===== config.mk =====
export PLATFORM = sky130hd
export DESIGN_NAME = ov7670_sccb_config
export DESIGN_NICKNAME = d
export VERILOG_FILES = /design/src/rtl/ov7670_sccb_config.sv
export SDC_FILE = /design/constraint.sdc
export NUM_CORES = 1
export LEC_CHECK = 0
export ABC_AREA = 1
export BUFFER_PORTS_ARGS = -buffer_cell sky130_fd_sc_hd__buf_2
export CAP_MARGIN = 15
export CORE_MARGIN = 4
export CORE_UTILIZATION = 60
export DETAILED_ROUTE_END_ITERATION = 8
export PLACE_DENSITY = 0.85
export SYNTH_ARGS = -nofsm -noshare
export SYNTH_HDL_FRONTEND = slang
export SYNTH_SLANG_ARGS = --single-unit

===== constraint.sdc =====
create_clock -name clock -period 3.2 [get_ports clock]
set_input_delay 0.16 -clock clock [delete_from_list [all_inputs] [get_ports clock]]
set_output_delay 0.16 -clock clock [all_outputs]
set_load 0.1 [all_outputs]

===== src/rtl/ov7670_sccb_config.sv =====
// OV7670 register configuration sequencer.
// Walks an external {sub_addr, value} table and emits one 3-phase SCCB write
// per entry. Two entry values are reserved: 16'hFFF0 inserts a pause of
// DELAY_CYCLES clocks (used after the COM7 soft reset), and 16'hFFFF ends the
// table. When the end marker is reached, done rises and stays high.
module ov7670_sccb_config #(
  parameter int         CLK_FREQ_HZ  = 50000000,
  parameter int         SCCB_FREQ_HZ = 100000,
  parameter logic [7:0] DEVICE_ID    = 8'h42,
  parameter int         GAP_QUARTERS = 4,
  parameter int         DELAY_CYCLES = 50000,
  parameter int         ADDR_W       = 8
) (
  input  logic              clock,
  input  logic              reset,
  input  logic              start,
  output logic [ADDR_W-1:0] rom_addr,
  input  logic [15:0]       rom_data,
  output logic              sioc,
  output logic              siod_out,
  output logic              siod_oe,
  output logic              busy,
  output logic              done
);

  // One SIOC period is four quarters. Each quarter is at least one clock.
  localparam int QUARTER_RAW = CLK_FREQ_HZ / (4 * SCCB_FREQ_HZ);
  localparam int QUARTER     = (QUARTER_RAW < 1) ? 1 : QUARTER_RAW;
  localparam int QCNT_W      = (QUARTER > 1) ? $clog2(QUARTER) : 1;
  localparam int GAP_Q       = (GAP_QUARTERS < 1) ? 1 : GAP_QUARTERS;
  localparam int PH_MAX      = (GAP_Q > 4) ? GAP_Q : 4;
  localparam int PH_W        = $clog2(PH_MAX);
  localparam int DLY_N       = (DELAY_CYCLES < 1) ? 1 : DELAY_CYCLES;
  localparam int DLY_W       = (DLY_N > 1) ? $clog2(DLY_N) : 1;

  localparam logic [QCNT_W-1:0] QCNT_LAST = QCNT_W'(QUARTER - 1);
  localparam logic [PH_W-1:0]   GAP_LAST  = PH_W'(GAP_Q - 1);
  localparam logic [DLY_W-1:0]  DLY_LAST  = DLY_W'(DLY_N - 1);

  localparam logic [15:0] ENT_END   = 16'hFFFF;
  localparam logic [15:0] ENT_DELAY = 16'hFFF0;

  typedef enum logic [3:0] {
    S_IDLE,
    S_FETCH,
    S_DECODE,
    S_START,
    S_BITS,
    S_STOP,
    S_GAP,
    S_DELAY,
    S_DONE
  } state_t;

  state_t            state_q, state_d;
  logic [QCNT_W-1:0] qcnt_q, qcnt_d;
  logic [PH_W-1:0]   ph_q, ph_d;
  logic [4:0]        bit_q, bit_d;
  logic [26:0]       shift_q, shift_d;
  logic [DLY_W-1:0]  dcnt_q, dcnt_d;
  logic [ADDR_W-1:0] addr_q, addr_d;
  logic              busy_q, busy_d;
  logic              done_q, done_d;
  logic              pend_q, pend_d;
  logic              sioc_q, sioc_d;
  logic              sda_q, sda_d;
  logic              oe_q, oe_d;
  logic              qtr_end;

  // Next-state, counters and the bus levels that go with the next state.
  always_comb begin
    state_d = state_q;
    qcnt_d  = qcnt_q;
    ph_d    = ph_q;
    bit_d   = bit_q;
    shift_d = shift_q;
    dcnt_d  = dcnt_q;
    addr_d  = addr_q;
    busy_d  = busy_q;
    done_d  = done_q;
    pend_d  = pend_q;
    qtr_end = (qcnt_q == QCNT_LAST);

    // The quarter counter only advances while the bus is being clocked.
    if (state_q == S_START || state_q == S_BITS ||
        state_q == S_STOP  || state_q == S_GAP) begin
      qcnt_d = qtr_end ? '0 : qcnt_q + QCNT_W'(1);
    end

    case (state_q)
      S_IDLE: begin
        pend_d = 1'b0;
        if (start || pend_q) begin
          done_d  = 1'b0;
          busy_d  = 1'b1;
          addr_d  = '0;
          state_d = S_FETCH;
        end
      end
      S_FETCH: begin
        state_d = S_DECODE;
      end
      S_DECODE: begin
        qcnt_d = '0;
        ph_d   = '0;
        bit_d  = '0;
        dcnt_d = '0;
        if (rom_data == ENT_END) begin
          busy_d  = 1'b0;
          done_d  = 1'b1;
          state_d = S_DONE;
        end else if (rom_data == ENT_DELAY) begin
          state_d = S_DELAY;
        end else begin
          // ACK / don't-care slots carry 0; the line is released there anyway.
          shift_d = {DEVICE_ID, 1'b0, rom_data[15:8], 1'b0, rom_data[7:0], 1'b0};
          state_d = S_START;
        end
      end
      S_START: begin
        if (qtr_end) begin
          if (ph_q == PH_W'(1)) begin
            ph_d    = '0;
            state_d = S_BITS;
          end else begin
            ph_d = ph_q + PH_W'(1);
          end
        end
      end
      S_BITS: begin
        if (qtr_end) begin
          if (ph_q == PH_W'(3)) begin
            ph_d = '0;
            if (bit_q == 5'd26) begin
              state_d = S_STOP;
            end else begin
              bit_d   = bit_q + 5'd1;
              shift_d = {shift_q[25:0], 1'b0};
            end
          end else begin
            ph_d = ph_q + PH_W'(1);
          end
        end
      end
      S_STOP: begin
        if (qtr_end) begin
          if (ph_q == PH_W'(2)) begin
            ph_d    = '0;
            state_d = S_GAP;
          end else begin
            ph_d = ph_q + PH_W'(1);
          end
        end
      end
      S_GAP: begin
        if (qtr_end) begin
          if (ph_q == GAP_LAST) begin
            ph_d    = '0;
            addr_d  = addr_q + ADDR_W'(1);
            state_d = S_FETCH;
          end else begin
            ph_d = ph_q + PH_W'(1);
          end
        end
      end
      S_DELAY: begin
        if (dcnt_q == DLY_LAST) begin
          dcnt_d  = '0;
          addr_d  = addr_q + ADDR_W'(1);
          state_d = S_FETCH;
        end else begin
          dcnt_d = dcnt_q + DLY_W'(1);
        end
      end
      S_DONE: begin
        // A start landing here is held and taken on the next clock in IDLE.
        pend_d  = start;
        state_d = S_IDLE;
      end
      default: begin
        state_d = S_IDLE;
      end
    endcase

    // Bus levels are derived from where the FSM will be, then registered.
    sioc_d = 1'b1;
    sda_d  = 1'b1;
    oe_d   = 1'b1;
    case (state_d)
      S_START: begin
        sioc_d = (ph_d == '0);
        sda_d  = 1'b0;
      end
      S_BITS: begin
        sioc_d = ph_d[1];
        oe_d   = !(bit_d == 5'd8 || bit_d == 5'd17 || bit_d == 5'd26);
        sda_d  = oe_d ? shift_d[26] : 1'b1;
      end
      S_STOP: begin
        sioc_d = (ph_d != '0);
        sda_d  = (ph_d == PH_W'(2));
      end
      default: begin
        sioc_d = 1'b1;
        sda_d  = 1'b1;
        oe_d   = 1'b1;
      end
    endcase
  end

  // Control state, counters and registered bus/status outputs.
  always_ff @(posedge clock or posedge reset) begin
    if (reset) begin
      state_q <= S_IDLE;
      qcnt_q  <= '0;
      ph_q    <= '0;
      bit_q   <= '0;
      dcnt_q  <= '0;
      addr_q  <= '0;
      busy_q  <= 1'b0;
      done_q  <= 1'b0;
      pend_q  <= 1'b0;
      sioc_q  <= 1'b1;
      sda_q   <= 1'b1;
      oe_q    <= 1'b1;
    end else begin
      state_q <= state_d;
      qcnt_q  <= qcnt_d;
      ph_q    <= ph_d;
      bit_q   <= bit_d;
      dcnt_q  <= dcnt_d;
      addr_q  <= addr_d;
      busy_q  <= busy_d;
      done_q  <= done_d;
      pend_q  <= pend_d;
      sioc_q  <= sioc_d;
      sda_q   <= sda_d;
      oe_q    <= oe_d;
    end
  end

  // Write shift register; always reloaded in DECODE before use.
  always_ff @(posedge clock) begin
    shift_q <= shift_d;
  end

  assign rom_addr = addr_q;
  assign sioc     = sioc_q;
  assign siod_out = sda_q;
  assign siod_oe  = oe_q;
  assign busy     = busy_q;
  assign done     = done_q;

endmodule


==> metrics.txt <==
outcome=finished, final reports clean; Clock Power Share=21.6%; First-pass DRT Iterations=7; final setup violation count=0; nets=616; Die Width=92.2 um; FF-to-FF path depth=9; die height=92.2 um; Initial Util=62.2%; I/O Buffers=31; Slowest-stage cell, CP=dfrtp_1; Antenna diodes=0; Placed Area=0.00450 mm2; Internal=2010 uW; CTS Hold Bufs=0; pin slew with the least headroom to its limit=0.996 ns; Netlist cell types=36; CP bufs+invs=3; clock buffer depth=2; Ports=32; Crit Path Max Fanout=25; postcts setup bufs=0; Slew headroom=33.5%; maxcap violations=0; fin. max-slew vios=0; RSZ-0062 raised after global routing=false; Max IR drop VDD=790 uV; Min-Delay Path Class=in2async; Fin. Hold Viols=0; CTS buffer count=9; clock latency on the worst-skew pair=0.36 ns; YS warnings=0; Worst-path clk slew=~0.090 ns; Worst path max stage delay=0.40 ns; Starting DRT DRC Count=369; Via density=5.47; CP Launch Type=flop; initial antenna violation count=0; largest net degree at the start of global routing=49; crit-path cells=inv_1 -> ha_1 -> inv_1 -> nor2_1 -> nand2_2 -> nor2_4 -> nand2_1 -> nand2_1 -> buf_4; Pwr per Cell Area=762 mW/mm2; largest area contributor in the netlist=dfrtp_1; reg-to-reg endpoint=shift_q[3]; GPL Wtd Cong=slightly above 0.9; Yosys top cell area share=26.5%; leakage power=0.00219 uW; clk sink count=74; hold_ws=0.0301 ns; DRT antenna net count=0; Crit. End Element=flop; Std-Cell Core Area=0.00683 mm2; sum of negative setup slack=0 ns; number of H-tree levels=3; reg2reg start=qcnt_q[0]; Worst Skew=about 0.0078 ns; P_sw=roughly 1600 uW; die area=between 0.008 and 0.009 mm2; Post-synth EDFFs=25; GRT Util Overall=approximately a quarter; crit path kind=reg2reg; flops & latches, synth=74; post-cts resize count=0; Mapped Area=about 0.0042 mm2; Critical Path AT=2.48 ns; Post-synth ARST share=64.9%; first-pass GRT wire length=16.1 mm; CTS tree=built; post-synthesis sequential area ratio=a little under half; Root Buffer=clkbuf_8; Syn Nets=579; Final Cell Area=roughly 0.0047 mm2; Avg Synthesized Cell Area=7.75 um2; Mapped Cells=roughly 550; CP top delay family=simple AND/OR/NAND/NOR gates; drt wl/cell=~14 um; DRT Wirelength=9.31 mm; Sequential Power Share=39.0%; GRT overflow=0; Net Sw Frac=43.9%; f_max=0.409 GHz; Synth-to-Final Area Change=10.8%; vias in the first global route=3519; # DRC=0; row count=30; ys flop type=dfrtp_1; Critical Path RT=between 3 and 4 ns; fin crit share=76.4%; Tmin final=around 2.4 ns; ratio of cells with drive above 1 in the final layout=14.2%; vias=3755; ranking of synthesized cells by area=dfrtp_1 27%, edfxtp_1 18%, nand2_1 11%; reg2reg setup slack=0.75 ns; combinational share of power=39.4%; HPWL after DPL=just under 7 mm
cell families (layout without fill, tap and decap cells):
logic type | count (synthesis) | in the layout | share of synthesized area [%]
AOI/OAI and AO/OA | 52 | 52 | 6.74
xor gates and xnor gates | 11 | 11 | 2.27
adders and majority gates | 12 | 12 | 3.53
buffers and inverters | 86 | 128 | 7.83
DFF | 74 | 74 | 46.5
and+or+nand+nor | 313 | 313 | 33.1
how the worst max path moves through the flow:
stage	endpoint	from	depth (start not counted)	slack [ns]
floorplan	shift_q[10]	qcnt_q[0]	9	0.97
global placement	shift_q[12]	qcnt_q[0]	9	0.89
detailed placement	shift_q[11]	qcnt_q[0]	9	0.77
CTS	shift_q[25]	qcnt_q[0]	9	0.75
global route	siod_out	qcnt_q[0]	14	0.49
finish	shift_q[3]	qcnt_q[0]	9	0.75
stage by stage:
step	std cells	power, uW	utilization (%)	setup slack (ns)
after global placement	670	2760	65.9	0.889
after detailed placement	670	2800	65.9	0.774
final	686	3590	68.9	0.754
after CTS	686	3580	68.9	0.752
after global routing	686	3850	68.9	0.488
after floorplan	548	2480	-	0.969
cell usage in the layout, fill, tap and decap left out, types with 2 or more instances in the layout:
| cell | count |
|---|---|
| nor2_4 | 6 |
| ha_1 | 12 |
| inv_1 | 70 |
| or2_2 | 2 |
| nand3b_1 | 3 |
| nand3_1 | 73 |
| dfrtp_1 | 45 |
| o21a_1 | 2 |
| nor2_1 | 69 |
| o22ai_1 | 4 |
| nor3_1 | 6 |
| a21oi_1 | 14 |
| nand4_1 | 7 |
| nor2_2 | 8 |
| o21ai_0 | 26 |
| inv_2 | 10 |
| inv_6 | 4 |
| clkbuf_8 | 9 |
| nand2_2 | 5 |
| xor2_1 | 10 |
| nand2_1 | 128 |
| buf_2 | 31 |
| dfstp_2 | 3 |
| o21ai_1 | 2 |
| nor4_1 | 3 |
| edfxtp_1 | 25 |
worst reg2reg max path, cell delays in order (launching register included):
cell	delay, ns
dfrtp_1	0.40
inv_1	0.10
ha_1	0.18
inv_1	0.04
nor2_1	0.12
nand2_2	0.14
nor2_4	0.35
nand2_1	0.31
nand2_1	0.15
buf_4	0.32
cell usage after synthesis (2+ instances only):
| master | n |
|---|---|
| nor2_2 | 8 |
| o21a_1 | 2 |
| o21ai_0 | 26 |
| nand3b_1 | 3 |
| o21ai_1 | 2 |
| nand3_1 | 73 |
| nor2_4 | 6 |
| dfstp_2 | 3 |
| nor3_1 | 6 |
| buf_2 | 2 |
| nand2_2 | 5 |
| ha_1 | 12 |
| a21oi_1 | 14 |
| or2_2 | 2 |
| edfxtp_1 | 25 |
| o22ai_1 | 4 |
| inv_1 | 71 |
| inv_2 | 9 |
| clkbuf_1 | 2 |
| dfrtp_1 | 45 |
| nor4_1 | 3 |
| nand2_1 | 128 |
| nand4_1 | 7 |
| xor2_1 | 10 |
| nor2_1 | 69 |
flip-flops by register name, indices dropped and copies added (netlist names):
signal    cells
qcnt_q        7
busy          1
siod_oe       1
rom_addr      8
bit_q         5
ph_q          2
pend_q        1
siod_out      1
shift_q      26
dcnt_q       16
done          1
sioc          1
state_q       4
per-layer routing:
layer,share of wire (%),vias up,GRT usage [%]
met1,44,1704,32.1
li1,-,1856,-
met3,7.4,30,6.23
met5,0,-,0
met2,47,165,36.0
met4,2.5,0,8.91
power groups by stage:
stage	Combinational [uW]	Sequential, uW	Clock [uW]
after global routing	1590	1420	835
after detailed placement	1390	1420	0
after CTS	1390	1400	783
final	1420	1400	774
after floorplan	921	1560	0
after global placement	1350	1410	0
final cells by class:
| type | count | area [um2] |
|---|---|---|
| fillers | 536 | 2120 |
| flip-flops and latches | 74 | 1980 |
| multi-input cells | 388 | 1940 |
| inverters | 80 | 300 |
| repair buffers | 32 | 163 |
| clock buffers | 9 | 124 |
| well taps | 96 | 120 |
| clock inverters | 7 | 83.8 |
Power figures use the tool's default switching activity.
